## src/rtl/text_pkg.sv

```systemverilog
// text_pkg: constants shared by the text-mode writer, its buffer RAM and the
// character PPU.
//   TEXTCOL / TEXTROW : text grid size (1024/8/2 x 600/8/2)
//   ADDRW             : buffer address width, address = row*TEXTCOL + col
//   CH_*              : control / fill character codes
//   state_t           : writer FSM states
package text_pkg;

  localparam int unsigned TEXTCOL = 64;
  localparam int unsigned TEXTROW = 37;
  localparam int unsigned ADDRW   = $clog2(TEXTCOL * TEXTROW);

  localparam logic [7:0] CH_BS    = 8'h08;
  localparam logic [7:0] CH_LF    = 8'h0A;
  localparam logic [7:0] CH_FF    = 8'h0C;
  localparam logic [7:0] CH_CR    = 8'h0D;
  localparam logic [7:0] CH_SPACE = 8'h20;
  localparam logic [7:0] CH_DEL   = 8'h7F;

  typedef enum logic [2:0] {
    ST_IDLE     = 3'd0,
    ST_WRITE    = 3'd1,
    ST_SCROLL   = 3'd2,
    ST_CLR_LINE = 3'd3,
    ST_CLR_ALL  = 3'd4
  } state_t;

  function automatic logic is_printable(input logic [7:0] c);
    return (c >= CH_SPACE) && (c != CH_DEL);
  endfunction

endpackage

```

## src/rtl/text_writer.sv

```systemverilog
// text_writer: byte-stream writer for the text buffer with cursor tracking,
// BS/LF/FF/CR handling and hardware scroll.
//   clk_pix, rst_pix          : clock, synchronous active-high reset
//   in_valid/in_ready/in_char : byte input handshake (ready only in IDLE)
//   buf_we/buf_addr/buf_wdata : buffer write port
//   buf_rd_addr/buf_rdata     : buffer read port, data one cycle after addr
//   cursor_col/cursor_row     : current cursor position
//   busy                      : any state other than IDLE
module text_writer #(
  parameter int unsigned COLS  = text_pkg::TEXTCOL,
  parameter int unsigned ROWS  = text_pkg::TEXTROW,
  parameter int unsigned ADDRW = $clog2(COLS * ROWS)
) (
  input  logic                    clk_pix,
  input  logic                    rst_pix,
  input  logic                    in_valid,
  output logic                    in_ready,
  input  logic [7:0]              in_char,
  output logic                    buf_we,
  output logic [ADDRW-1:0]        buf_addr,
  output logic [7:0]              buf_wdata,
  output logic [ADDRW-1:0]        buf_rd_addr,
  input  logic [7:0]              buf_rdata,
  output logic [$clog2(COLS)-1:0] cursor_col,
  output logic [$clog2(ROWS)-1:0] cursor_row,
  output logic                    busy
);
  import text_pkg::*;

  localparam int unsigned CW = $clog2(COLS);
  localparam int unsigned RW = $clog2(ROWS);

  localparam logic [CW-1:0]    COL_LAST  = CW'(COLS - 1);
  localparam logic [RW-1:0]    ROW_LAST  = RW'(ROWS - 1);
  localparam logic [ADDRW-1:0] A_COLS    = ADDRW'(COLS);
  localparam logic [ADDRW-1:0] A_NCOPY   = ADDRW'((ROWS - 1) * COLS);
  localparam logic [ADDRW-1:0] A_LAST    = ADDRW'(COLS * ROWS - 1);
  localparam logic [ADDRW-1:0] A_ONE     = ADDRW'(1);

  state_t           state;
  state_t           after_write;
  logic [ADDRW-1:0] line_base;   // cursor_row * COLS, kept incrementally
  logic [ADDRW-1:0] step;        // SCROLL cycle index 0..N
  logic [7:0]       wdata_q;
  logic [ADDRW-1:0] col_addr;

  assign col_addr = line_base + ADDRW'(cursor_col);
  assign in_ready = (state == ST_IDLE);
  assign busy     = (state != ST_IDLE);

  // The scroll copy writes the byte the RAM returns this cycle, so write data
  // comes straight from the RAM read register while scrolling.
  assign buf_wdata = (state == ST_SCROLL) ? buf_rdata : wdata_q;

  always_ff @(posedge clk_pix) begin
    if (rst_pix) begin
      state       <= ST_IDLE;
      after_write <= ST_IDLE;
      buf_we      <= 1'b0;
      buf_addr    <= '0;
      wdata_q     <= CH_SPACE;
      buf_rd_addr <= '0;
      cursor_col  <= '0;
      cursor_row  <= '0;
      line_base   <= '0;
      step        <= '0;
    end else begin
      case (state)
        ST_IDLE: begin
          buf_we <= 1'b0;
          if (in_valid) begin
            state       <= ST_WRITE;
            after_write <= ST_IDLE;
            if (is_printable(in_char)) begin
              buf_we   <= 1'b1;
              buf_addr <= col_addr;
              wdata_q  <= in_char;
              if (cursor_col == COL_LAST) begin
                cursor_col <= '0;
                if (cursor_row == ROW_LAST) begin
                  after_write <= ST_SCROLL;
                end else begin
                  cursor_row <= cursor_row + RW'(1);
                  line_base  <= line_base + A_COLS;
                end
              end else begin
                cursor_col <= cursor_col + CW'(1);
              end
            end else begin
              case (in_char)
                CH_LF: begin
                  cursor_col <= '0;
                  if (cursor_row == ROW_LAST) begin
                    after_write <= ST_SCROLL;
                  end else begin
                    cursor_row <= cursor_row + RW'(1);
                    line_base  <= line_base + A_COLS;
                  end
                end
                CH_CR: cursor_col <= '0;
                CH_BS: begin
                  if (cursor_col != '0) begin
                    cursor_col <= cursor_col - CW'(1);
                    buf_we     <= 1'b1;
                    buf_addr   <= col_addr - A_ONE;
                    wdata_q    <= CH_SPACE;
                  end else if (cursor_row != '0) begin
                    // last column of the previous row is line_base - 1
                    cursor_col <= COL_LAST;
                    cursor_row <= cursor_row - RW'(1);
                    line_base  <= line_base - A_COLS;
                    buf_we     <= 1'b1;
                    buf_addr   <= line_base - A_ONE;
                    wdata_q    <= CH_SPACE;
                  end
                end
                CH_FF: begin
                  cursor_col  <= '0;
                  cursor_row  <= '0;
                  line_base   <= '0;
                  after_write <= ST_CLR_ALL;
                end
                default: ;
              endcase
            end
          end
        end

        ST_WRITE: begin
          state  <= after_write;
          buf_we <= 1'b0;
          if (after_write == ST_SCROLL) begin
            step        <= '0;
            buf_rd_addr <= A_COLS;
          end else if (after_write == ST_CLR_ALL) begin
            buf_we   <= 1'b1;
            buf_addr <= '0;
            wdata_q  <= CH_SPACE;
          end
        end

        // Cycle k reads k+COLS; cycle k+1 writes k with that data.
        ST_SCROLL: begin
          if (step == A_NCOPY) begin
            state    <= ST_CLR_LINE;
            buf_we   <= 1'b1;
            buf_addr <= A_NCOPY;
            wdata_q  <= CH_SPACE;
          end else begin
            buf_we   <= 1'b1;
            buf_addr <= step;
            step     <= step + A_ONE;
            if ((step + A_ONE) < A_NCOPY) buf_rd_addr <= step + A_COLS + A_ONE;
          end
        end

        // Both clears run up to the last cell of the buffer.
        ST_CLR_LINE, ST_CLR_ALL: begin
          if (buf_addr == A_LAST) begin
            state  <= ST_IDLE;
            buf_we <= 1'b0;
          end else begin
            buf_addr <= buf_addr + A_ONE;
          end
        end

        default: begin
          state  <= ST_IDLE;
          buf_we <= 1'b0;
        end
      endcase
    end
  end

endmodule

```

## config.mk

```make
export PLATFORM = sky130hd
export DESIGN_NAME = text_writer
export DESIGN_NICKNAME = d
export VERILOG_FILES = /design/src/rtl/text_pkg.sv /design/src/rtl/text_writer.sv
export SDC_FILE = /design/constraint.sdc
export NUM_CORES = 1
export LEC_CHECK = 0
export BUFFER_PORTS_ARGS = -buffer_cell sky130_fd_sc_hd__buf_4
export CELL_PAD_IN_SITES_DETAIL_PLACEMENT = 0
export CELL_PAD_IN_SITES_GLOBAL_PLACEMENT = 1
export CORE_MARGIN = 3
export CORE_UTILIZATION = 45
export CTS_CLUSTER_DIAMETER = 100
export DETAILED_ROUTE_END_ITERATION = 12
export GPL_ROUTABILITY_DRIVEN = 0
export PLACE_DENSITY_LB_ADDON = 0.2
export SLEW_MARGIN = 5
export SYNTH_ARGS = -nofsm -noshare
export SYNTH_HDL_FRONTEND = slang
export SYNTH_SLANG_ARGS = --single-unit
```

## constraint.sdc

```tcl
create_clock -name clk_pix -period 5.3 [get_ports clk_pix]
set_input_delay 0 -clock clk_pix [delete_from_list [all_inputs] [get_ports clk_pix]]
set_output_delay 0 -clock clk_pix [all_outputs]
set_load 0.01 [all_outputs]
```

==> results of run 1 <==
## layout by cell type (no fill, tap or decap), types with 7 or more instances in the layout
| cell type | netlist | layout |
|---|---|---|
| nand2_1 | 71 | 71 |
| buf_4 | 0 | 69 |
| dfxtp_1 | 68 | 68 |
| a21oi_1 | 61 | 61 |
| nor2_1 | 49 | 48 |
| o21ai_0 | 36 | 36 |
| nand3_1 | 27 | 27 |
| inv_1 | 23 | 23 |
| nor3_1 | 16 | 16 |
| nand4_1 | 15 | 15 |
| xnor2_1 | 15 | 15 |
| xor2_1 | 13 | 13 |
| nor4_1 | 11 | 11 |
| o22ai_1 | 10 | 10 |
| o21ai_1 | 10 | 10 |
| ha_1 | 10 | 10 |
| clkbuf_8 | 0 | 10 |
| or3_1 | 9 | 9 |
| and2_1 | 8 | 8 |
| and3_1 | 8 | 8 |
| a22o_1 | 8 | 8 |
| dlygate4sd3_1 | 0 | 8 |
| a311oi_1 | 7 | 7 |
| o211ai_1 | 7 | 7 |
## power by group through the flow
| stage | sequential [mW] | clock [mW] | combinational, mW |
|---|---|---|---|
| 4_1_cts | 0.546 | 0.510 | 0.178 |
| 3_5_place_dp | 0.558 | 0 | 0.172 |
| 5_1_grt | 0.550 | 0.532 | 0.198 |
| 2_1_floorplan | 0.552 | 0 | 0.113 |
| 3_3_place_gp | 0.558 | 0 | 0.172 |
| 6_report | 0.547 | 0.507 | 0.179 |
## logic make-up after synthesis
kind of cell / count (synthesis) / synth area share, %
AOI/OAI and AO/OA: 198 / 27.85
xor gates and xnor gates: 28 / 5.228
adders and majority gates: 10 / 2.667
buffers and inverters: 77 / 6.402
DFF: 68 / 29.02
muxes: 4 / 0.8536
and+or+nand+nor: 255 / 27.98
## flip-flops by register name, indices dropped and copies added (netlist names)
signal,flops
buf_rd_addr,12
wdata_q,8
after_write,2
cursor_row,6
state,3
buf_we,1
buf_addr,12
line_base,6
step,12
cursor_col,6
## worst reg2reg max path: stages, from the launching register on
cell and delay, ns:
dfxtp_1 0.85, or3b_2 0.73, nor2_1 0.17, mux2i_1 0.13
a311oi_1 0.97, nor4_1 0.19, a32o_1 0.29
## layer usage
| layer | global-route usage, % | wire length [um] |
|---|---|---|
| met5 | 0 | 0 |
| met4 | 6.312 | 148 |
| met3 | 3.642 | 1079 |
| met2 | 37.66 | 6269 |
| met1 | 36.63 | 7021 |
## what timing repair did
action | in CTS | in global routing
hold endpoints to repair | 8 | 0
buffers inserted | 0 | 0
resized for setup | 0 | 0
hold buffers | 8 | 0
## area by class of cell
cell class / instances / area, um2
multi-input combinational: 495 / 3037
clock inverter: 6 / 86.33
timing repair buffer: 77 / 598.1
clock buffer: 10 / 137.6
tap: 133 / 166.4
fill: 965 / 4478
sequential: 68 / 1361
inverter: 24 / 90.09
## stage by stage
| step | util [%] | hold WS, ns | std cells |
|---|---|---|---|
| 2_1_floorplan | - | 0.1108 | 640 |
| 6_report | 55.02 | 0.06387 | 813 |
| 4_1_cts | 54.99 | 0.05608 | 813 |
| 5_1_grt | 55.02 | 0.1108 | 813 |
| 3_3_place_gp | 51.94 | 0.2494 | 789 |
| 3_5_place_dp | 51.94 | 0.2480 | 789 |
## how the worst min path moves through the flow
| stage | start | end | slack (ns) |
|---|---|---|---|
| finish | in_valid | after_write[2]$_SDFFE_PP0P_ | 0.06 |
| global route | in_valid | after_write[2]$_SDFFE_PP0P_ | 0.11 |
| CTS | in_valid | after_write[2]$_SDFFE_PP0P_ | 0.06 |
| detailed placement | in_char[7] | wdata_q[7]$_SDFFE_PP0P_ | 0.25 |
| global placement | in_char[7] | wdata_q[7]$_SDFFE_PP0P_ | 0.25 |
| floorplan | buf_rdata[0] | buf_wdata[0] | 0.11 |
==> metrics.txt, run 1 <==
Mapped Avg Cell Area approximately 7.3 um2; drc violations 0; H-tree levels 3; Mapped Area approximately 4700 um2; Setup TNS Final 0 ns; Final Hold Viols 0; root buffer cell clkbuf_8; ANT nets after route 0; placed wire-length estimate 10110 um; CP arrival between 3 and 4 ns; yosys warns 0; Synth cell types 70; Initial Utilization roughly 47%; VDD IR max between 0.1 and 0.15 mV; die area about 12000 um2; crit path max fanout 28; Yosys top cell by area dfxtp_1; input/output buffers 65; ys async rst share 0%; Worst-path clk slew approximately 0.09 ns; CP Capture Type flop; Critical Path Slowest Stage Cell a311oi_1; status completed; dominant cells by area after synthesis dfxtp_1 29%, a21oi_1 6.5%, nand2_1 5.7%; Pwr Density around 230 nW/um2; Area Growth Syn to Fin 16.75%; Slew Limit Fails 0; crit path time final between 3 and 4 ns; crit path launch type flop; diode count 0; initial antenna violation count 0; CP required ~5.6 ns; Synth Net Count ~670; Setup-failing EPs final 0; Top delay family on crit path compound AO/OA/AOI/OAI gates; top cells by count, synth 71 x nand2_1, 68 x dfxtp_1, 61 x a21oi_1; CP endpoint buf_rd_addr[2]$_SDFFE_PP0P_; Placed Area about 5200 um2; Sw Ratio around 29%; period utilisation layout around 65%; Worst Slack Setup Final 1.859 ns; pre-CTS WS 1.924 ns; Max stage delay on crit path between 0.9 and 1 ns; width of the die between 100 and 150 um; clock share of power approximately two fifths; Synth Register Bits between 60 and 70; Nets between 700 and 800; clock skew approximately 0.010 ns; # rows 36; first-pass GRT wire length around 23000 um; Comb pwr share between 10% and 20%; RR Endpoint buf_rd_addr[2]$_SDFFE_PP0P_; CTS tree done; hold-critical path depth 4; Crit Path Class flop to flop; EDFF count, synth 0; layout cell share with drive strength beyond 1 roughly 15%; total gr overflow 0; Pre-Repair DR Iteration Count 5; clk sinks approximately 70; most frequent cell after synthesis nand2_1; Wirelength per Cell 17.86 um; Flop pwr share between 40% and 50%; number of global-route vias before repair 4590; max_slew headroom 16.65%; Worst R2R Setup Slack between 1.5 and 2 ns; Synth Flop Type dfxtp_1; mean number of vias per cell 6.140; Post-Route WL between 10000 and 15000 um; CTS buffer count 9; Slew @ Worst Pin 1.242 ns; P_leak 2.092 nW; all-layer global routing usage between 20 and 25%; via count between 4k and 5k; Worst R2R Start state[1]$_SDFFE_PP0P_; largest net degree at the start of global routing 55; worst-path cell chain or3b_2 > nor2_1 > mux2i_1 > a311oi_1 > nor4_1 > a32o_1; critical path depth 6; P_sw 0.3554 mW; total chip power around 1.2 mW; fmax 0.2906 GHz; Synth Instances 640; Max Cap Viol 0; maximum clock path buffer count 2; Worst Reg-to-Reg Cells 6; drt initial violations 451; Seq/Total Area, Yosys between 20% and 30%; Die Y 108.1 um; Core Area approximately 10000 um2; RSZ-0062 raised after global routing no; top cell type's share of synthesized area between 20% and 30%; Buf+Inv Stages, Crit Path 0; # IOs between 60 and 70; HP Class primary input to flop; crit path from state[1]$_SDFFE_PP0P_; worst-skew pair later-pin latency approximately 0.36 ns; final instance area 5477 um2; internal power ~0.88 mW
Power figures use the tool's default switching activity.
==> run 2, diff against run 1 <==
--- a/config.mk
+++ b/config.mk
@@ -9,7 +9,7 @@
 export CELL_PAD_IN_SITES_DETAIL_PLACEMENT = 0
 export CELL_PAD_IN_SITES_GLOBAL_PLACEMENT = 1
 export CORE_MARGIN = 3
-export CORE_UTILIZATION = 45
+export CORE_UTILIZATION = 42
 export CTS_CLUSTER_DIAMETER = 100
 export DETAILED_ROUTE_END_ITERATION = 12
 export GPL_ROUTABILITY_DRIVEN = 0
==> constraint.sdc (replaced) <==
create_clock -name clk_pix -period 3.45 [get_ports clk_pix]
set_input_delay 0 -clock clk_pix [delete_from_list [all_inputs] [get_ports clk_pix]]
set_output_delay 0 -clock clk_pix [all_outputs]
set_load 0.01 [all_outputs]
==> metrics.txt, run 2 (same netlist as run 1, synthesis figures left out) <==
status completed; CTS tree done; commonest non-fill, non-tap cells in the layout 76 x buf_4, 71 x nand2_1, 68 x dfxtp_1; total gr overflow 0 (unchanged); M1 wire length 7006 um (-0.21%); diode count 0 (unchanged); Worst R2R Start cursor_col[0]$_SDFFE_PP0P_; input/output buffers 65 (unchanged); # rows 37 (+2.8%); VDD IR max 0.2241 mV (+89%); # IOs 66 (unchanged); crit path from cursor_col[0]$_SDFFE_PP0P_; Fillers 1034 (+7.2%); mean number of vias per cell 6.034 (-1.7%); Worst-path clk slew 0.08 ns (about the same); crit path launch type flop; CP arrival 3.37 ns (-0.32 ns); Post-Route WL 14660 um (+0.94%); Worst R2R Setup Slack 0.35 ns (-1.51 ns); clock skew 0.01059 ns (+0.0001917 ns); width of the die 111.7 um (+3.3%); initial antenna violation count 0 (unchanged); CTS buffer count 9 (unchanged); H-tree levels 3 (unchanged); Slew Limit Fails 0 (unchanged); P_leak 2.115 nW (+1.1%); CP required 3.71 ns (-1.84 ns); Top Layer Used met4; Setup TNS Final 0 ns (unchanged); Crit Path Class flop to flop; via count 4966 (-0.52%); Area Growth Syn to Fin 17.90%; Wirelength per Cell 17.81 um (-0.28%); placed wire-length estimate 10400 um (+2.8%); RSZ-0062 raised after global routing no; Core Area 10600 um2 (+6.5%); clk sinks 68 (unchanged); ANT nets after route 0 (unchanged); Die Y 111.7 um (+3.3%); all-layer global routing usage 23.42% (-1.3 points); largest net degree at the start of global routing 55 (unchanged); crit path max fanout 20 (-29%); fmax 0.3222 GHz (+11%); crit path time final 3.104 ns (-0.3369 ns); die area 12470 um2 (+6.7%); HP Class primary input to flop; worst-skew pair later-pin latency 0.37 ns (about the same); period utilisation layout 89.97% (+25 points); Nets 711 (+0.99%); maximum clock path buffer count 2 (unchanged); Initial Utilization 44.25% (-2.9 points); met2 wire len 6293 um (+0.38%); wire length on met3 991 um (-8.2%); CP Capture Type flop; drt initial violations 443 (-1.8%); postcts setup bufs 0 (unchanged); layout cell share with drive strength beyond 1 15.43% (+0.72 points); number of global-route vias before repair 4601 (+0.24%); Pre-Repair DR Iteration Count 5 (unchanged); Slew @ Worst Pin 1.208 ns (-0.03354 ns); max_slew headroom 19.14% (+2.5 points); Largest regs buf_addr: 12 flops, buf_rd_addr: 12 flops, step: 12 flops; total chip power 1.887 mW (+53%); min-delay src in_valid; drc violations 0 (unchanged); Setup-failing EPs final 0 (unchanged); Max Cap Viol 0 (unchanged); Final Hold Viols 0 (unchanged); root buffer cell clkbuf_8; CTS resizes 0 (unchanged); Pwr Density 341.2 nW/um2 (+52%); first-pass GRT wire length 24190 um (+3.7%); most common cell after layout, fill and taps aside buf_4
[run 2: changes by cell type in the layout (fill, tap and decap cells not counted), sizes merged]
cell,previous run,this run
clkbuf,10,9
clkinv,3,2
buf,69,76
clkinvlp,1,3
[run 2: final timing paths]
path                                  to  depth (start not counted)
min reg2reg      wdata_q[5]$_SDFFE_PP1P_                          2
min          after_write[2]$_SDFFE_PP0P_                          4
max reg2reg     buf_addr[6]$_SDFFE_PP0P_                          9
max             buf_addr[6]$_SDFFE_PP0P_                          9
[run 2: per-stage QoR]
step | hold WS (ns) | setup WS, ns | instance area, um2 | instances | utilization [%]
floorplan | 0.1108 | 0.8344 | 4691 | 640 | -
global placement | 0.2496 | 0.5876 | 5226 | 799 | 49.30
detailed placement | 0.2475 | 0.4569 | 5226 | 799 | 49.30
CTS | 0.04675 | 0.4042 | 5530 | 823 | 52.17
global route | 0.07132 | 0.08151 | 5530 | 823 | 52.17
finish | 0.07413 | 0.3461 | 5530 | 823 | 52.17
[run 2: critical path: stages (launching register included)]
cell,delay [ns]
dfxtp_1,0.56
inv_1,0.09
ha_1,0.28
nor3b_1,0.16
buf_4,0.18
nand4_1,0.14
a211oi_1,0.11
nor2_1,0.94
o21ai_0,0.23
a221oi_1,0.31
[run 2: power breakdown]
| group | switching (mW) | internal (mW) | total (mW) |
|---|---|---|---|
| Combinational | 0.163 | 0.120 | 0.284 |
| Sequential | 0.0352 | 0.805 | 0.840 |
| Clock | 0.352 | 0.410 | 0.763 |
[run 2: what timing repair did]
action,4_1_cts,5_1_grt
hold buffers,8,0
setup endpoints to repair,0,0
hold endpoints to repair,9,0
[run 2: per-layer routing]
metal	global-route usage, %	vias to the layer above
met5	0	-
met2	34.45	199
li1	-	2442
met3	3.478	23
met1	34.01	2302
met4	9.895	0
[run 2: layout make-up]
cell class                 count  area (um2)  share of cell area, %
sequential                    68        1361                  24.62
multi-input combinational    495        3034                  54.86
inverter                      24       90.09                  1.629
timing repair buffer          84       650.6                  11.76
tap                          136       170.2                  3.077
clock inverter                 7       100.1                  1.810
clock buffer                   9       123.9                  2.240
==> run 3, diff against run 2 <==
--- a/config.mk
+++ b/config.mk
@@ -6,10 +6,10 @@
 export NUM_CORES = 1
 export LEC_CHECK = 0
 export BUFFER_PORTS_ARGS = -buffer_cell sky130_fd_sc_hd__buf_4
-export CELL_PAD_IN_SITES_DETAIL_PLACEMENT = 0
-export CELL_PAD_IN_SITES_GLOBAL_PLACEMENT = 1
+export CELL_PAD_IN_SITES_DETAIL_PLACEMENT = 2
+export CELL_PAD_IN_SITES_GLOBAL_PLACEMENT = 2
 export CORE_MARGIN = 3
-export CORE_UTILIZATION = 42
+export CORE_UTILIZATION = 33
 export CTS_CLUSTER_DIAMETER = 100
 export DETAILED_ROUTE_END_ITERATION = 12
 export GPL_ROUTABILITY_DRIVEN = 0
==> metrics.txt, run 3 (same netlist as run 1, synthesis figures left out) <==
status completed; P_leak 2.163 nW (+2.3%); Max Cap Viol 0 (unchanged); Slew @ Worst Pin 1.039 ns (-0.1697 ns); via count 5193 (+4.6%); total chip power 2.032 mW (+7.7%); Worst Reg-to-Reg Cells 7 (-2); number of global-route vias before repair 5562 (+21%); Comb pwr share 14.6% (-0.4 points); worst hold slack 0.1052 ns (+0.03104 ns); HP Class primary input to flop; min-delay src in_valid; Fillers 1574 (+52%); drt initial violations 290 (-35%); # IOs 66 (unchanged); P_sw 0.6178 mW (+12%); hold-critical path depth 4 (unchanged); diode count 0 (unchanged); mean number of vias per cell 5.997 (-0.62%); commonest non-fill, non-tap cells in the layout 79 x buf_4, 71 x nand2_1, 68 x dfxtp_1; all-layer global routing usage 24.44% (+1.0 points); Hold Path End after_write[2]$_SDFFE_PP0P_; first-pass GRT wire length 31180 um (+29%); final instance area 5655 um2 (+2.3%); H-tree levels 3 (unchanged); Sw Ratio 30.41% (+1.2 points); Largest regs buf_addr: 12 flops, buf_rd_addr: 12 flops, step: 12 flops; Worst R2R Start cursor_col[0]$_SDFFE_PP0P_; FF/Latch Area 1361 um2 (unchanged); Placed Area 5299 um2 (+1.4%); Worst-path clk slew 0.06 ns (-0.02 ns); worst-skew pair later-pin latency 0.35 ns (-0.02 ns); placed wire-length estimate 13600 um (+31%); period utilisation layout 87.28% (-2.7 points); CP arrival 3.26 ns (-0.11 ns); Setup TNS Final 0 ns (unchanged); total gr overflow 0 (unchanged); Flop pwr share 41.5% (-3.0 points); RR Endpoint line_base[11]$_SDFFE_PP0P_; max_slew headroom 30.12% (+11 points); CP Capture Type flop; width of the die 125.2 um (+12%); crit path launch type flop; number of hold buffers added after cts 8 (unchanged); CTS resizes 0 (unchanged); maximum clock path buffer count 2 (unchanged); CTS buffer count 9 (unchanged); layout cell share with drive strength beyond 1 15.80% (+0.37 points); Crit Path Class flop to flop; Final Hold Viols 0 (unchanged); Nets 714 (+0.42%); initial antenna violation count 0 (unchanged); largest net degree at the start of global routing 55 (unchanged); internal power 1.414 mW (+5.8%); CTS tree done; crit path max fanout 12 (-40%); root buffer cell clkbuf_16; clock share of power 43.9% (+3.5 points); Slew Limit Fails 0 (unchanged); drc violations 0 (unchanged); postcts setup bufs 0 (unchanged); Core Area 13560 um2 (+28%); die area 15680 um2 (+26%); clock skew 0.005136 ns (-0.005454 ns); VDD IR max 0.1909 mV (-15%); clk sinks 68 (unchanged); Worst R2R Setup Slack 0.44 ns (+0.09 ns); Post-Route WL 19020 um (+30%); CP required 3.70 ns (about the same); fmax 0.3321 GHz (+3.1%); Setup-failing EPs final 0 (unchanged); Die Y 125.2 um (+12%); # rows 42 (+14%); Wirelength per Cell 21.96 um (+23%); Pwr Density 359.3 nW/um2 (+5.3%); Area Growth Syn to Fin 20.57%; Pre-Repair DR Iteration Count 5 (unchanged); most common cell after layout, fill and taps aside buf_4; RSZ-0062 raised after global routing no; ANT nets after route 0 (unchanged); input/output buffers 65 (unchanged); crit path time final 3.011 ns (-0.09262 ns); area occupied by multi-input gates 3034 um2 (unchanged); Initial Utilization 34.60% (-9.6 points)
[run 3: power groups by stage]
stage	clock network [mW]	logic (mW)	registers, mW
3_3_place_gp	0	0.276	0.857
6_report	0.892	0.297	0.843
3_5_place_dp	0	0.286	0.860
4_1_cts	0.913	0.296	0.842
5_1_grt	0.941	0.324	0.848
2_1_floorplan	0	0.174	0.848
[run 3: through the flow]
stage | cells | utilization [%] | setup slack, ns
global route | 866 | 41.71 | 0.1894
CTS | 866 | 41.71 | 0.5003
finish | 866 | 41.71 | 0.4387
floorplan | 640 | - | 0.8344
global placement | 842 | 39.08 | 0.6922
detailed placement | 842 | 39.08 | 0.4479
[run 3: critical path: stages (launching register included)]
cell and delay (ns):
dfxtp_1 0.42, inv_1 0.10, ha_1 0.26, nor3b_1 0.60
a31oi_4 0.18, nor4_1 0.87, a21oi_1 0.16, a311oi_1 0.31
[run 3: how the worst max path moves through the flow]
stage / slack [ns] / end / start / depth (start not counted)
final: 0.44 / line_base[11]$_SDFFE_PP0P_ / cursor_col[0]$_SDFFE_PP0P_ / 7
after global routing: 0.19 / line_base[11]$_SDFFE_PP0P_ / cursor_col[1]$_SDFFE_PP0P_ / 7
after CTS: 0.50 / line_base[11]$_SDFFE_PP0P_ / cursor_col[0]$_SDFFE_PP0P_ / 7
after detailed placement: 0.45 / line_base[11]$_SDFFE_PP0P_ / cursor_col[0]$_SDFFE_PP0P_ / 7
after global placement: 0.69 / buf_addr[6]$_SDFFE_PP0P_ / cursor_col[0]$_SDFFE_PP0P_ / 10
after floorplan: 0.83 / buf_addr[6]$_SDFFE_PP0P_ / cursor_col[0]$_SDFFE_PP0P_ / 11
[run 3: routing by layer]
| layer | vias to the layer above | GRT usage, % | share of wire, % |
|---|---|---|---|
| li1 | 2445 | - | - |
| met1 | 2631 | 30.70 | 44 |
| met2 | 97 | 42.96 | 51 |
| met3 | 20 | 4.264 | 3.5 |
| met4 | 0 | 7.079 | 1.6 |
| met5 | - | 0 | 0 |
[run 3: final cells by class]
| cell class | count | share of cell area [%] |
|---|---|---|
| clock buffers | 9 | 3.982 |
| clock inverters | 7 | 0.9071 |
| inverters | 24 | 1.593 |
| multi-input cells | 495 | 53.65 |
| flip-flops and latches | 68 | 24.07 |
| well taps | 176 | 3.894 |
| repair buffers | 87 | 11.90 |
